`src/rtl/ethernet_rx_axil_drain_if.sv`:
```
// AXI-Lite bundle between the RX drain master and the MAC slave port.
// Single-beat reads and writes only; prot and strb are fixed by the master.
interface ethernet_rx_axil_drain_if #(
    parameter int addr_width_p = 32,
    parameter int data_width_p = 32
);
    logic [addr_width_p-1:0]   awaddr;
    logic [2:0]                awprot;
    logic                      awvalid;
    logic                      awready;
    logic [data_width_p-1:0]   wdata;
    logic [data_width_p/8-1:0] wstrb;
    logic                      wvalid;
    logic                      wready;
    logic [1:0]                bresp;
    logic                      bvalid;
    logic                      bready;
    logic [addr_width_p-1:0]   araddr;
    logic [2:0]                arprot;
    logic                      arvalid;
    logic                      arready;
    logic [data_width_p-1:0]   rdata;
    logic [1:0]                rresp;
    logic                      rvalid;
    logic                      rready;

    modport master (
        output awaddr, awprot, awvalid,
        input  awready,
        output wdata, wstrb, wvalid,
        input  wready,
        input  bresp, bvalid,
        output bready,
        output araddr, arprot, arvalid,
        input  arready,
        input  rdata, rresp, rvalid,
        output rready
    );

    modport slave (
        input  awaddr, awprot, awvalid,
        output awready,
        input  wdata, wstrb, wvalid,
        output wready,
        output bresp, bvalid,
        input  bready,
        input  araddr, arprot, arvalid,
        output arready,
        output rdata, rresp, rvalid,
        input  rready
    );
endinterface

```
`src/rtl/ethernet_rx_axil_drain.sv`:
```
// Drains MAC RX frames over AXI-Lite into a 32-bit word stream.
// Define ETHERNET_RX_DRAIN_STATS_EN to build the frame/drop counters.
module ethernet_rx_axil_drain #(
    parameter int axil_data_width_p = 32,
    parameter int axil_addr_width_p = 32,
    parameter int base_addr_p       = 0,
    parameter int rx_len_offset_p   = 'h10,
    parameter int rx_ack_offset_p   = 'h14,
    parameter int rx_data_offset_p  = 'h1000,
    parameter int max_frame_bytes_p = 2048
) (
    input  logic                         clk_i,
    input  logic                         reset_i,
    input  logic                         irq_i,
    ethernet_rx_axil_drain_if.master     m_axil,
    output logic [axil_data_width_p-1:0] data_o,
    output logic [3:0]                   keep_o,
    output logic                         last_o,
    output logic                         v_o,
    input  logic                         ready_i,
    output logic                         error_o,
    output logic [15:0]                  frames_o,
    output logic [15:0]                  drops_o
);
    localparam int aw_lp = axil_addr_width_p;
    localparam int dw_lp = axil_data_width_p;
    localparam logic [aw_lp-1:0] len_addr_lp =
        aw_lp'(base_addr_p + rx_len_offset_p);
    localparam logic [aw_lp-1:0] ack_addr_lp =
        aw_lp'(base_addr_p + rx_ack_offset_p);
    localparam logic [aw_lp-1:0] data_addr_lp =
        aw_lp'(base_addr_p + rx_data_offset_p);
    localparam logic [12:0] max_lp = 13'(max_frame_bytes_p);

    typedef enum logic [2:0] {
        IDLE, LEN_AR, LEN_R, DATA_AR,
        DATA_R, PUSH, ACK_W, ACK_B
    } state_e;

    state_e             state_q, state_n;
    logic               arvalid_q, arvalid_n;
    logic [aw_lp-1:0]   araddr_q, araddr_n;
    logic               rready_q, rready_n;
    logic               awvalid_q, awvalid_n;
    logic [aw_lp-1:0]   awaddr_q, awaddr_n;
    logic               wvalid_q, wvalid_n;
    logic [dw_lp-1:0]   wdata_q, wdata_n;
    logic               bready_q, bready_n;
    logic               v_q, v_n;
    logic [dw_lp-1:0]   data_q, data_n;
    logic [3:0]         keep_q, keep_n;
    logic               last_q, last_n;
    logic               error_q, error_n;
    logic [10:0]        idx_q, idx_n;
    logic [10:0]        words_q, words_n;
    logic [1:0]         lenmod_q, lenmod_n;

    logic [11:0] rlen;
    logic [12:0] len_sum;
    logic        rresp_bad;
    logic        drop;
    logic        is_last;
    logic [10:0] idx_inc;
    logic [3:0]  tail_keep;

    assign rlen      = m_axil.rdata[11:0];
    assign len_sum   = {1'b0, rlen} + 13'd3;
    assign rresp_bad = m_axil.rresp != 2'b00;
    assign drop      = (rlen == 12'd0)
                    || ({1'b0, rlen} > max_lp)
                    || rresp_bad;
    assign is_last   = idx_q == (words_q - 11'd1);
    assign idx_inc   = idx_q + 11'd1;
    assign tail_keep = (lenmod_q == 2'd1) ? 4'b0001 :
                       (lenmod_q == 2'd2) ? 4'b0011 :
                       (lenmod_q == 2'd3) ? 4'b0111 :
                                            4'b1111;

    always_comb begin
        state_n   = state_q;
        arvalid_n = arvalid_q;
        araddr_n  = araddr_q;
        rready_n  = rready_q;
        awvalid_n = awvalid_q;
        awaddr_n  = awaddr_q;
        wvalid_n  = wvalid_q;
        wdata_n   = wdata_q;
        bready_n  = bready_q;
        v_n       = v_q;
        data_n    = data_q;
        keep_n    = keep_q;
        last_n    = last_q;
        error_n   = error_q;
        idx_n     = idx_q;
        words_n   = words_q;
        lenmod_n  = lenmod_q;
        unique case (state_q)
            IDLE: if (irq_i) begin
                state_n   = LEN_AR;
                arvalid_n = 1'b1;
                araddr_n  = len_addr_lp;
            end
            LEN_AR: if (m_axil.arready) begin
                state_n   = LEN_R;
                arvalid_n = 1'b0;
                rready_n  = 1'b1;
            end
            LEN_R: if (m_axil.rvalid) begin
                rready_n = 1'b0;
                lenmod_n = rlen[1:0];
                if (rresp_bad) error_n = 1'b1;
                if (drop) begin
                    state_n   = ACK_W;
                    awvalid_n = 1'b1;
                    wvalid_n  = 1'b1;
                    awaddr_n  = ack_addr_lp;
                    wdata_n   = dw_lp'(1);
                end else begin
                    state_n   = DATA_AR;
                    words_n   = len_sum[12:2];
                    idx_n     = '0;
                    arvalid_n = 1'b1;
                    araddr_n  = data_addr_lp;
                end
            end
            DATA_AR: if (m_axil.arready) begin
                state_n   = DATA_R;
                arvalid_n = 1'b0;
                rready_n  = 1'b1;
            end
            DATA_R: if (m_axil.rvalid) begin
                state_n  = PUSH;
                rready_n = 1'b0;
                data_n   = m_axil.rdata;
                v_n      = 1'b1;
                last_n   = is_last;
                keep_n   = is_last ? tail_keep : 4'hF;
                if (rresp_bad) error_n = 1'b1;
            end
            PUSH: if (ready_i) begin
                v_n = 1'b0;
                if (last_q) begin
                    state_n   = ACK_W;
                    awvalid_n = 1'b1;
                    wvalid_n  = 1'b1;
                    awaddr_n  = ack_addr_lp;
                    wdata_n   = dw_lp'(1);
                end else begin
                    state_n   = DATA_AR;
                    idx_n     = idx_inc;
                    arvalid_n = 1'b1;
                    araddr_n  = data_addr_lp
                              + aw_lp'({idx_inc, 2'b00});
                end
            end
            ACK_W: begin
                if (m_axil.awready) awvalid_n = 1'b0;
                if (m_axil.wready)  wvalid_n  = 1'b0;
                if (!awvalid_n && !wvalid_n) begin
                    state_n  = ACK_B;
                    bready_n = 1'b1;
                end
            end
            ACK_B: if (m_axil.bvalid) begin
                state_n  = IDLE;
                bready_n = 1'b0;
                if (m_axil.bresp != 2'b00) error_n = 1'b1;
            end
            default: state_n = IDLE;
        endcase
    end

    always_ff @(posedge clk_i) begin
        if (reset_i) begin
            state_q   <= IDLE;
            arvalid_q <= 1'b0;
            araddr_q  <= '0;
            rready_q  <= 1'b0;
            awvalid_q <= 1'b0;
            awaddr_q  <= '0;
            wvalid_q  <= 1'b0;
            wdata_q   <= '0;
            bready_q  <= 1'b0;
            v_q       <= 1'b0;
            data_q    <= '0;
            keep_q    <= '0;
            last_q    <= 1'b0;
            error_q   <= 1'b0;
            idx_q     <= '0;
            words_q   <= '0;
            lenmod_q  <= '0;
        end else begin
            state_q   <= state_n;
            arvalid_q <= arvalid_n;
            araddr_q  <= araddr_n;
            rready_q  <= rready_n;
            awvalid_q <= awvalid_n;
            awaddr_q  <= awaddr_n;
            wvalid_q  <= wvalid_n;
            wdata_q   <= wdata_n;
            bready_q  <= bready_n;
            v_q       <= v_n;
            data_q    <= data_n;
            keep_q    <= keep_n;
            last_q    <= last_n;
            error_q   <= error_n;
            idx_q     <= idx_n;
            words_q   <= words_n;
            lenmod_q  <= lenmod_n;
        end
    end

    assign m_axil.awaddr  = awaddr_q;
    assign m_axil.awprot  = 3'b000;
    assign m_axil.awvalid = awvalid_q;
    assign m_axil.wdata   = wdata_q;
    assign m_axil.wstrb   = '1;
    assign m_axil.wvalid  = wvalid_q;
    assign m_axil.bready  = bready_q;
    assign m_axil.araddr  = araddr_q;
    assign m_axil.arprot  = 3'b000;
    assign m_axil.arvalid = arvalid_q;
    assign m_axil.rready  = rready_q;

    assign data_o  = data_q;
    assign keep_o  = keep_q;
    assign last_o  = last_q;
    assign v_o     = v_q;
    assign error_o = error_q;

`ifdef ETHERNET_RX_DRAIN_STATS_EN
    logic        dropped_q;
    logic [15:0] frames_q;
    logic [15:0] drops_q;

    // Remember the drop decision so ACK_B knows which counter to bump.
    always_ff @(posedge clk_i) begin
        if (reset_i) begin
            dropped_q <= 1'b0;
            frames_q  <= '0;
            drops_q   <= '0;
        end else begin
            if (state_q == LEN_R && m_axil.rvalid)
                dropped_q <= drop;
            if (state_q == ACK_B && m_axil.bvalid) begin
                if (dropped_q) drops_q  <= drops_q + 16'd1;
                else           frames_q <= frames_q + 16'd1;
            end
        end
    end

    assign frames_o = frames_q;
    assign drops_o  = drops_q;
`else
    assign frames_o = '0;
    assign drops_o  = '0;
`endif
endmodule
```
`src/flat_wrapper.sv`:
```
// flat-port wrapper written by rule: the top's interface ports become plain ports
module ethernet_rx_axil_drain_flat 
#(
    parameter int axil_data_width_p = 32,
    parameter int axil_addr_width_p = 32,
    parameter int base_addr_p       = 0,
    parameter int rx_len_offset_p   = 'h10,
    parameter int rx_ack_offset_p   = 'h14,
    parameter int rx_data_offset_p  = 'h1000,
    parameter int max_frame_bytes_p = 2048
)
  (clk_i, reset_i, irq_i, data_o, keep_o, last_o, v_o, ready_i, error_o, frames_o, drops_o, m_axil_awaddr, m_axil_awprot, m_axil_awvalid, m_axil_awready, m_axil_wdata, m_axil_wstrb, m_axil_wvalid, m_axil_wready, m_axil_bresp, m_axil_bvalid, m_axil_bready, m_axil_araddr, m_axil_arprot, m_axil_arvalid, m_axil_arready, m_axil_rdata, m_axil_rresp, m_axil_rvalid, m_axil_rready);
  ethernet_rx_axil_drain_if m_axil_i ();
  input  logic clk_i;
  input  logic reset_i;
  input  logic irq_i;
  output logic [axil_data_width_p-1:0] data_o;
  output logic [3:0] keep_o;
  output logic last_o;
  output logic v_o;
  input  logic ready_i;
  output logic error_o;
  output logic [15:0] frames_o;
  output logic [15:0] drops_o;
  output wire logic [$bits(m_axil_i.awaddr)-1:0] m_axil_awaddr;
  output wire logic [$bits(m_axil_i.awprot)-1:0] m_axil_awprot;
  output wire logic [$bits(m_axil_i.awvalid)-1:0] m_axil_awvalid;
  input wire logic [$bits(m_axil_i.awready)-1:0] m_axil_awready;
  output wire logic [$bits(m_axil_i.wdata)-1:0] m_axil_wdata;
  output wire logic [$bits(m_axil_i.wstrb)-1:0] m_axil_wstrb;
  output wire logic [$bits(m_axil_i.wvalid)-1:0] m_axil_wvalid;
  input wire logic [$bits(m_axil_i.wready)-1:0] m_axil_wready;
  input wire logic [$bits(m_axil_i.bresp)-1:0] m_axil_bresp;
  input wire logic [$bits(m_axil_i.bvalid)-1:0] m_axil_bvalid;
  output wire logic [$bits(m_axil_i.bready)-1:0] m_axil_bready;
  output wire logic [$bits(m_axil_i.araddr)-1:0] m_axil_araddr;
  output wire logic [$bits(m_axil_i.arprot)-1:0] m_axil_arprot;
  output wire logic [$bits(m_axil_i.arvalid)-1:0] m_axil_arvalid;
  input wire logic [$bits(m_axil_i.arready)-1:0] m_axil_arready;
  input wire logic [$bits(m_axil_i.rdata)-1:0] m_axil_rdata;
  input wire logic [$bits(m_axil_i.rresp)-1:0] m_axil_rresp;
  input wire logic [$bits(m_axil_i.rvalid)-1:0] m_axil_rvalid;
  output wire logic [$bits(m_axil_i.rready)-1:0] m_axil_rready;
  assign m_axil_awaddr = m_axil_i.awaddr;
  assign m_axil_awprot = m_axil_i.awprot;
  assign m_axil_awvalid = m_axil_i.awvalid;
  assign m_axil_i.awready = m_axil_awready;
  assign m_axil_wdata = m_axil_i.wdata;
  assign m_axil_wstrb = m_axil_i.wstrb;
  assign m_axil_wvalid = m_axil_i.wvalid;
  assign m_axil_i.wready = m_axil_wready;
  assign m_axil_i.bresp = m_axil_bresp;
  assign m_axil_i.bvalid = m_axil_bvalid;
  assign m_axil_bready = m_axil_i.bready;
  assign m_axil_araddr = m_axil_i.araddr;
  assign m_axil_arprot = m_axil_i.arprot;
  assign m_axil_arvalid = m_axil_i.arvalid;
  assign m_axil_i.arready = m_axil_arready;
  assign m_axil_i.rdata = m_axil_rdata;
  assign m_axil_i.rresp = m_axil_rresp;
  assign m_axil_i.rvalid = m_axil_rvalid;
  assign m_axil_rready = m_axil_i.rready;
  ethernet_rx_axil_drain #(.axil_data_width_p(axil_data_width_p), .axil_addr_width_p(axil_addr_width_p), .base_addr_p(base_addr_p), .rx_len_offset_p(rx_len_offset_p), .rx_ack_offset_p(rx_ack_offset_p), .rx_data_offset_p(rx_data_offset_p), .max_frame_bytes_p(max_frame_bytes_p)) u_core (.clk_i(clk_i), .reset_i(reset_i), .irq_i(irq_i), .m_axil(m_axil_i), .data_o(data_o), .keep_o(keep_o), .last_o(last_o), .v_o(v_o), .ready_i(ready_i), .error_o(error_o), .frames_o(frames_o), .drops_o(drops_o));
endmodule
```
`config.mk`:
```
export PLATFORM = sky130hd
export DESIGN_NAME = ethernet_rx_axil_drain_flat
export DESIGN_NICKNAME = d
export VERILOG_FILES = /design/src/rtl/ethernet_rx_axil_drain_if.sv /design/src/rtl/ethernet_rx_axil_drain.sv /design/src/flat_wrapper.sv
export SDC_FILE = /design/constraint.sdc
export NUM_CORES = 1
export LEC_CHECK = 0
export CORE_ASPECT_RATIO = 0.75
export CORE_MARGIN = 2
export CORE_UTILIZATION = 45
export CTS_CLUSTER_DIAMETER = 100
export DETAILED_ROUTE_END_ITERATION = 8
export HOLD_SLACK_MARGIN = 0.08
export PLACE_DENSITY = 0.94
export SETUP_SLACK_MARGIN = 0.05
export SLEW_MARGIN = 10
export SYNTH_ARGS = -nofsm -noshare
export SYNTH_HDL_FRONTEND = slang
export SYNTH_SLANG_ARGS = --single-unit
export TNS_END_PERCENT = 20
```
`constraint.sdc`:
```
create_clock -name clk_i -period 3.95 [get_ports clk_i]
set_input_delay 0.79 -clock clk_i [delete_from_list [all_inputs] [get_ports clk_i]]
set_output_delay 0.79 -clock clk_i [all_outputs]
set_load 0.01 [all_outputs]
```
After elaboration in Yosys (flattened, before gate mapping)

Cells that the tools add are included.

Input port bits: 45
Bits in registers: 167
Logic and storage cells: 149

Bitwise gates (word level): 1
Order comparisons: 1
Equality and inequality tests: 27
Reduce and logical (&&, ||, !) cells: 32
Multiplexer cells: 67
Add/sub/neg operators: 4

Operator list:

| cell                                                                    | count |
|---|---|
| 32-bit two-way mux                                                      | 13 |
| 32-bit case mux with 2 select lines                                     | 2 |
| 32-bit case mux with 3 select lines                                     | 1 |
| 11-bit two-way mux                                                      | 4 |
| 3-bit two-way mux                                                       | 10 |
| 1-bit two-way mux                                                       | 24 |
| 3-bit case mux with 8 select lines                                      | 1 |
| 11-bit case mux with 2 select lines                                     | 1 |
| 5-bit AND reduction                                                     | 4 |
| 2-bit inequality test, second input constant                            | 9 |
| 4-bit two-way mux                                                       | 4 |
| 13-bit by 13-bit adder with 14-bit output, first input constant         | 1 |
| 2-bit by 1-bit inequality test with 1-bit output, second input constant | 7 |
| 2-bit nonzero test                                                      | 7 |
| 12-bit by 2-bit adder with 13-bit output, second input constant         | 1 |
| 3-bit == test, second input constant                                    | 4 |
| 12-bit > comparator, second input constant                              | 1 |
| 12-bit logical NOT                                                      | 1 |
| 3-bit AND reduction                                                     | 4 |
| 11-bit by 1-bit adder with 11-bit output, second input constant         | 1 |
| 11-bit == test                                                          | 1 |
| 11-bit by 1-bit subtractor with 11-bit output, second input constant    | 1 |
| 1-bit case mux with 2 select lines                                      | 4 |
| 8-bit AND reduction                                                     | 1 |
| 17 further kinds                                                        | 25 |

Depth between registers and ports, before layout

Gate-level depths: netlist (run 1).

Depth after elaboration: 6
Mapped depth: 11
Gate-level depth less buffers: 8

Worst setup path after synthesis (run 1)

Ideal clock, no wire load.

Path kind: input -> register
Start: in m_axil_rdata[0]
End: reg u_core.araddr_q[2], in the netlist u_core.m_axil.araddr[2]
Stages: 7
Setup slack: 1.514 ns
Arrival time: 2.309 ns
Required time: 3.822 ns
Cells stage by stage: nor4_1 > a31oi_1 > o31a_1 > or2_2 > clkbuf_1 > a21oi_1 > nor2_1

Cells in the longest elaborated chain, start to end: 5
Elaborated cells between the ends (all ways): 6

RTL lines:

| element                                                   | RTL line                                                   | RTL |
|---|---|---|
| start: declaration                                        | flat_wrapper.sv:40                                         | `input wire logic [$bits(m_axil_i.rdata)-1:0] m_axil_rdata;` |
| 12-bit > comparator or 12-bit logical NOT (tied branches) | ethernet_rx_axil_drain.sv:70, ethernet_rx_axil_drain.sv:69 |  |
| 1-bit logical OR (*)                                      | ethernet_rx_axil_drain.sv:70                               | `\|\| ({1'b0, rlen} > max_lp)` |
| 1-bit logical OR (*)                                      | ethernet_rx_axil_drain.sv:71                               | `\|\| rresp_bad;` |
| 2-bit inequality test (no source line) (*)                | -                                                          |  |
| 6-bit AND reduction (no source line) (*)                  | -                                                          |  |
| end signal: assignment                                    | ethernet_rx_axil_drain.sv:195                              | `araddr_q <= araddr_n;` |
| end: declaration                                          | ethernet_rx_axil_drain.sv:42                               | `logic [aw_lp-1:0] araddr_q, araddr_n;` |

Mark *: on every way between the ends. The rest lies on a longest branch, timed or not.
A chain may end at the register's enable or synchronous reset.

Worst setup path after layout (run 1)

Start: in m_axil_rdata[6]
End: reg u_core.idx_q[5]

Cells in the longest elaborated chain, start to end: 5
Elaborated cells between the ends (all ways): 6

RTL lines:

| element                                                   | RTL line                                                   | RTL |
|---|---|---|
| 12-bit > comparator or 12-bit logical NOT (tied branches) | ethernet_rx_axil_drain.sv:70, ethernet_rx_axil_drain.sv:69 |  |
| 1-bit logical OR (*)                                      | ethernet_rx_axil_drain.sv:70                               |  |
| 1-bit logical OR (*)                                      | ethernet_rx_axil_drain.sv:71                               |  |
| 2-bit inequality test (no source line) (*)                | -                                                          |  |
| 5-bit AND reduction (no source line) (*)                  | -                                                          |  |
| end signal: assignment                                    | ethernet_rx_axil_drain.sv:207                              | `idx_q <= idx_n;` |
| end: declaration                                          | ethernet_rx_axil_drain.sv:54                               | `logic [10:0] idx_q, idx_n;` |

Marked as above.

==> results of run 1 <==
-- kinds of logic after synthesis --
logic type / synth area share [%]
DFF: 33.97
buffers and inverters: 22.59
adders and majority gates: 2.022
AOI/OAI and AO/OA: 13.60
muxes: 1.769
and+or+nand+nor: 20.60
xor gates and xnor gates: 5.307
other: 0.1517
-- metal layers --
layer | up-vias | wire (microns)
li1 | 2048 | -
met1 | 1929 | 4663
met2 | 160 | 5539
met3 | 15 | 1066
met4 | 0 | 134
met5 | - | 0
-- critical path: cells and delay by family --
kind            cells  cell delay, ns
compound gates      4            1.09
simple gates        2            0.91
buf+inv             1            0.50
-- worst paths after layout --
path,to,from
min,u_core.data_o[23],u_core.data_o[23]
max reg2reg,u_core.words_q[6],u_core.state_q[0]
min reg2reg,u_core.data_o[23],u_core.data_o[23]
max,u_core.idx_q[5],m_axil_rdata[6]
-- placed cells by master (no fill, tap or decap), types with 3 or more instances in the layout --
cell	n
conb_1	123
clkdlybuf4s50_1	102
nand2_1	100
dfxtp_1	84
a21oi_1	68
nor2_1	49
nand3_1	15
xor2_1	15
xnor2_1	15
inv_1	14
a211oi_1	12
nor3_1	10
o21ai_0	10
clkbuf_16	9
ha_1	8
nor2b_1	6
nand2b_1	6
mux2i_1	5
nor4_1	4
and3_1	4
buf_4	4
and4_1	3
a31oi_1	3
a311oi_1	3
or3_1	3
a22oi_1	3
a211o_1	3
-- registers in the layout, indices dropped and copies added, names as in the netlist --
register and flops:
u_core.m_axil.awaddr 1, u_core.m_axil.araddr 12, u_core.m_axil.arvalid 1, u_core.last_o 1, u_core.state_q 3, u_core.keep_o 4, u_core.lenmod_q 2, u_core.m_axil.bready 1
u_core.v_o 1, u_core.error_o 1, u_core.m_axil.awvalid 1, u_core.data_o 32, u_core.m_axil.wvalid 1, u_core.m_axil.rready 1, u_core.idx_q 11, u_core.words_q 11
-- through the flow --
stage	utilization [%]	std cells	hold WS, ns	setup slack [ns]
floorplan	-	760	0.4363	1.514
global placement	51.62	849	0.4408	0.6882
detailed placement	51.62	849	0.4457	0.6389
CTS	54.55	864	0.4539	0.9944
global route	54.55	864	0.4693	0.8331
finish	54.55	864	0.4516	0.9275
-- where the power goes --
| group | internal [mW] | total (mW) | switching, mW |
|---|---|---|---|
| Clock | 0.568 | 0.905 | 0.337 |
| Combinational | 0.290 | 0.703 | 0.413 |
| Sequential | 0.907 | 0.958 | 0.0504 |
| Total | 1.77 | 2.57 | 0.800 |
-- layout make-up --
| type | instances | area, sq um | area share, % |
|---|---|---|---|
| Clock inverter | 4 | 73.82 | 1.251 |
| Timing Repair Buffer | 107 | 1056 | 17.90 |
| Clock buffer | 11 | 242.7 | 4.114 |
| Inverter | 14 | 52.55 | 0.8906 |
| Tap cell | 140 | 175.2 | 2.969 |
| Multi-Input combinational cell | 504 | 2619 | 44.38 |
| Sequential cell | 84 | 1682 | 28.50 |
-- synth_stat cells, drive strengths merged (10+ instances only) --
library cell / number / area [sq um]
nor2: 51 / 198.9
dfxtp: 84 / 1682
nand2: 100 / 375.4
a211oi: 12 / 90.09
nand3: 15 / 75.07
inv: 14 / 52.55
buf: 128 / 953.4
clkbuf: 30 / 112.6
o21ai: 10 / 50.05
xor2: 15 / 131.4
xnor2: 15 / 131.4
nor3: 10 / 50.05
a21oi: 68 / 340.3
==> results_dict.tcl, run 1 <==
set metrics [dict create \
    crit_chain "clkdlybuf4s50_1, nor4_1, a31oi_1, o31a_1, a21o_1, or4_1, a21oi_1" \
    grt_pass1_wl_microns 17400 \
    max_freq_mhz 330.9 \
    finalMaxSlewViolations 0 \
    p_per_area_nw_per_um2 434.7 \
    routed_wl_microns 11400 \
    post-dp-hpwl_microns 8454 \
    fin_tns_setup_ns 0 \
    max-slew-margin-rel_pct 40.78 \
    insertion_delay_ns 0.34 \
    wl_per_cell_microns 13.20 \
    nFillCells 1011 \
    via_count 4152 \
    antenna_found_initial 0 \
    yosys_register_bits 84 \
    yosysUniqueCellTypes 51 \
    cp-end-kind "flop" \
    crit_required_ns 4.22 \
    status "complete, no violations" \
    period_needed_ns 3.023 \
    crit_arrival_ns 3.29 \
    holdCritPathClass "reg -> reg" \
    dieHeight_microns 94.84 \
    final_layout_size_suffix_gt1_share_pct 4.006 \
    period_share_pct 76.52 \
    yosys_warnings 0 \
    leakage_nw 2.293 \
    gp_congestion 0.8695 \
    grt_use_met1_pct 23.02 \
    tightest_slew_ns 0.8861 \
    grt_pass1_vias 3627 \
    clock-sinks 84 \
    ctsHoldBuffers 0 \
    ant_nets 0 \
    cts_buffer_depth 2 \
    rsz0062_at_grt "no" \
    slowest_delay_ns 0.50 \
    synth-edff-count 0 \
    layout.nets 773 \
    drt_first_pass_iters 5 \
    crit_path_top_delay_cell "clkdlybuf4s50_1" \
    critical_path_class "in -> reg" \
    ioPinCount 227 \
    design_area_sq_um 5901 \
    async_flop_share_pct 0 \
    path_clk_slew_ns 0.06 \
    netlist_area_sq_um 4951 \
    synthToLayoutAreaGrowth_pct 19.18 \
    rrSetupSlack_ns 1.26 \
    postPlaceCellArea_sq_um 5584 \
    cts_tree "yes" \
    port_buffers 103 \
    ys_seq_area_share_pct 33.97 \
    drcViolationCount 0 \
    die_x_microns 125.1 \
    overflow 0 \
    postCtsSetupRepairBufs 0 \
    track_usage_pct 18.30 \
    top_usage_layer "met2" \
    met3_usage_pct 6.176 \
    viasPerCell 4.806 \
    grt_max_degree 37 \
    die-area_sq_um 11870 \
    cts-root-buf "clkbuf_16" \
    finalClockSkew_ns 0.006941 \
    grt.met2_usage_pct 29.76 \
    num_antenna_cells 0 \
    numCtsBuffers 9 \
    worstRegToRegCells 8 \
    core-area_sq_um 10820 \
    syn_area_per_cell_sq_um 7.748 \
    drtIter0Drc 320 \
    setup_viol 0 \
    p_total_mw 2.565 \
    start_kind "primary input" \
    synth_cells 639 \
    fp-row-count 33 \
    initial_utilization_pct 45.77 \
    yosys_most_used_dff "dfxtp_1" \
    min_path_cells 2 \
    htree_levels 3 \
    timing.final.hold_violations 0 \
    vdd_drop_max_v 0.0002548 \
    cts-resized-gates 0 \
    crit_fanout 12 \
    max_cap_violations 0 \
]
(Power assumes the default switching activity.)
==> inputs of run 2 (changes only) <==
Settings changed: CORE_UTILIZATION 45 to 38, PLACE_DENSITY 0.94 to 0.85.
Clock period 3.95 ns to 2.77 ns, I/O delays scaled along.
==> run 2 against run 1 <==
Effect of this change: clock-buffer cell count shrank 2; critical path type is now reg -> reg; critical endpoint is now u_core.keep_o[3]; register-to-register slack lost 1.1 ns; sequential power increased by 42%; clock power up 54%; combinational power rose by 62%.
==> results_dict.tcl, run 2 (synthesized netlist as in run 1, its figures left out) <==
set metrics [dict create \
    crit_arrival_ns 2.81 \
    max_cap_violations 0 \
    setup_viol 0 \
    num_antenna_cells 0 \
    via_count 4101 \
    postPlaceCellArea_sq_um 5828 \
    cp-end-kind "flop" \
    port_buffers 103 \
    postCtsSetupRepairBufs 0 \
    layout.nets 797 \
    viasPerCell 4.458 \
    seq_area_sq_um 1682 \
    routed_wl_microns 11280 \
    finalClockSkew_ns 0.004267 \
    rrSetupSlack_ns 0.20 \
    hold_path.startpoint "u_core.data_o[18]" \
    cts-root-buf "clkbuf_16" \
    drt_first_pass_iters 5 \
    grt_pass1_vias 3673 \
    wl_per_cell_microns 12.26 \
    post-dp-hpwl_microns 8625 \
    worstRegToRegCells 8 \
    period_share_pct 92.81 \
    die-area_sq_um 13970 \
    htree_levels 3 \
    synthToLayoutAreaGrowth_pct 24.74 \
    critical_path_class "reg -> reg" \
    path_clk_slew_ns 0.06 \
    crit_fanout 5 \
    drcViolationCount 0 \
    cts-resized-gates 0 \
    track_usage_pct 15.68 \
    initial_utilization_pct 38.57 \
    crit_required_ns 3.01 \
    status "complete, no violations" \
    core-area_sq_um 12840 \
    finalMaxSlewViolations 0 \
    final_common_cell "conb_1" \
    min_path_cells 2 \
    leakage_nw 2.425 \
    p_per_area_nw_per_um2 630.1 \
    tightest_slew_ns 0.5880 \
    vdd_drop_max_v 0.0003779 \
    ctsHoldBuffers 0 \
    grt_max_degree 34 \
    grt_pass1_wl_microns 17480 \
    dieHeight_microns 102.9 \
    start_kind "flop" \
    p_total_mw 3.891 \
    period_needed_ns 2.571 \
    drtIter0Drc 217 \
    antenna_found_initial 0 \
    fin_tns_setup_ns 0 \
    insertion_delay_ns 0.34 \
    design_area_sq_um 6176 \
    clock-sinks 84 \
    max-slew-margin-rel_pct 60.74 \
    gp_congestion 0.9008 \
    max_freq_mhz 389.0 \
    multi_input_area_sq_um 2619 \
    cts_tree "yes" \
    rsz0062_at_grt "no" \
    reg2reg_to "u_core.keep_o[3]" \
    timing.final.hold_violations 0 \
    nFillCells 1232 \
    reg2reg_from "u_core.words_q[0]" \
    largest_reg_flops 32 \
    die_x_microns 135.8 \
    holdCritPathClass "reg -> reg" \
    final_layout_size_suffix_gt1_share_pct 7.343 \
    whs_ns 0.4528 \
    ioPinCount 227 \
    ant_nets 0 \
    holdPathEnd "u_core.data_o[18]" \
    overflow 0 \
    numCtsBuffers 9 \
    final_cell_mix "conb_1 (123), clkdlybuf4s50_1 (102), nand2_1 (100), dfxtp_1 (84), a21oi_1 (68)" \
    cts_buffer_depth 2 \
    fp-row-count 36 \
]
## run 2: stage by stage
| step | setup WS [ns] | cells | util [%] |
|---|---|---|---|
| detailed placement | 0.003080 | 904 | 45.40 |
| CTS | 0.2071 | 920 | 48.11 |
| floorplan | 0.4251 | 760 | - |
| global placement | 0.06121 | 904 | 45.40 |
| global route | 0.07795 | 920 | 48.11 |
| finish | 0.1992 | 920 | 48.11 |
## run 2: critical path: stages (launching register included)
cell and delay [ns]:
dfxtp_1 0.35, inv_1 0.09, ha_1 0.22, or4b_4 0.52
nor4_2 0.23, xnor2_1 0.16, a32oi_1 0.08, or4_1 0.62
o21a_1 0.20
## run 2: cell type report
type / instances / share of cell area, %
multi-input combinational: 504 / 42.40
sequential: 84 / 27.23
timing repair buffer: 131 / 20.42
clock buffer: 9 / 3.647
tap: 171 / 3.464
clock inverter: 7 / 1.985
inverter: 14 / 0.8509
## run 2: power breakdown
group          internal (mW)  total, mW  switching [mW]  leakage [nW]
clock                  0.885       1.39           0.506         0.162
combinational          0.524       1.14           0.612          1.59
sequential              1.29       1.36          0.0705         0.678
## run 2: worst max-delay path by stage
stage | slack [ns] | end | from | depth (start not counted)
floorplan | 0.43 | u_core.keep_o[3] | u_core.words_q[0] | 8
global placement | 0.06 | u_core.m_axil.araddr[9] | m_axil_rdata[6] | 9
detailed placement | 0.003 | u_core.m_axil.araddr[12] | m_axil_rdata[6] | 7
CTS | 0.21 | u_core.keep_o[3] | u_core.words_q[0] | 8
global route | 0.08 | u_core.keep_o[3] | u_core.words_q[0] | 8
finish | 0.20 | u_core.keep_o[3] | u_core.words_q[0] | 8
## run 2: metal layers
layer / wire [microns] / global-route usage (%) / vias up
met5: 0 / 0 / -
met4: 155 / 4.888 / 0
met3: 847 / 4.769 / 14
met2: 5331 / 25.52 / 138
met1: 4949 / 20.11 / 1856
li1: - / - / 2093
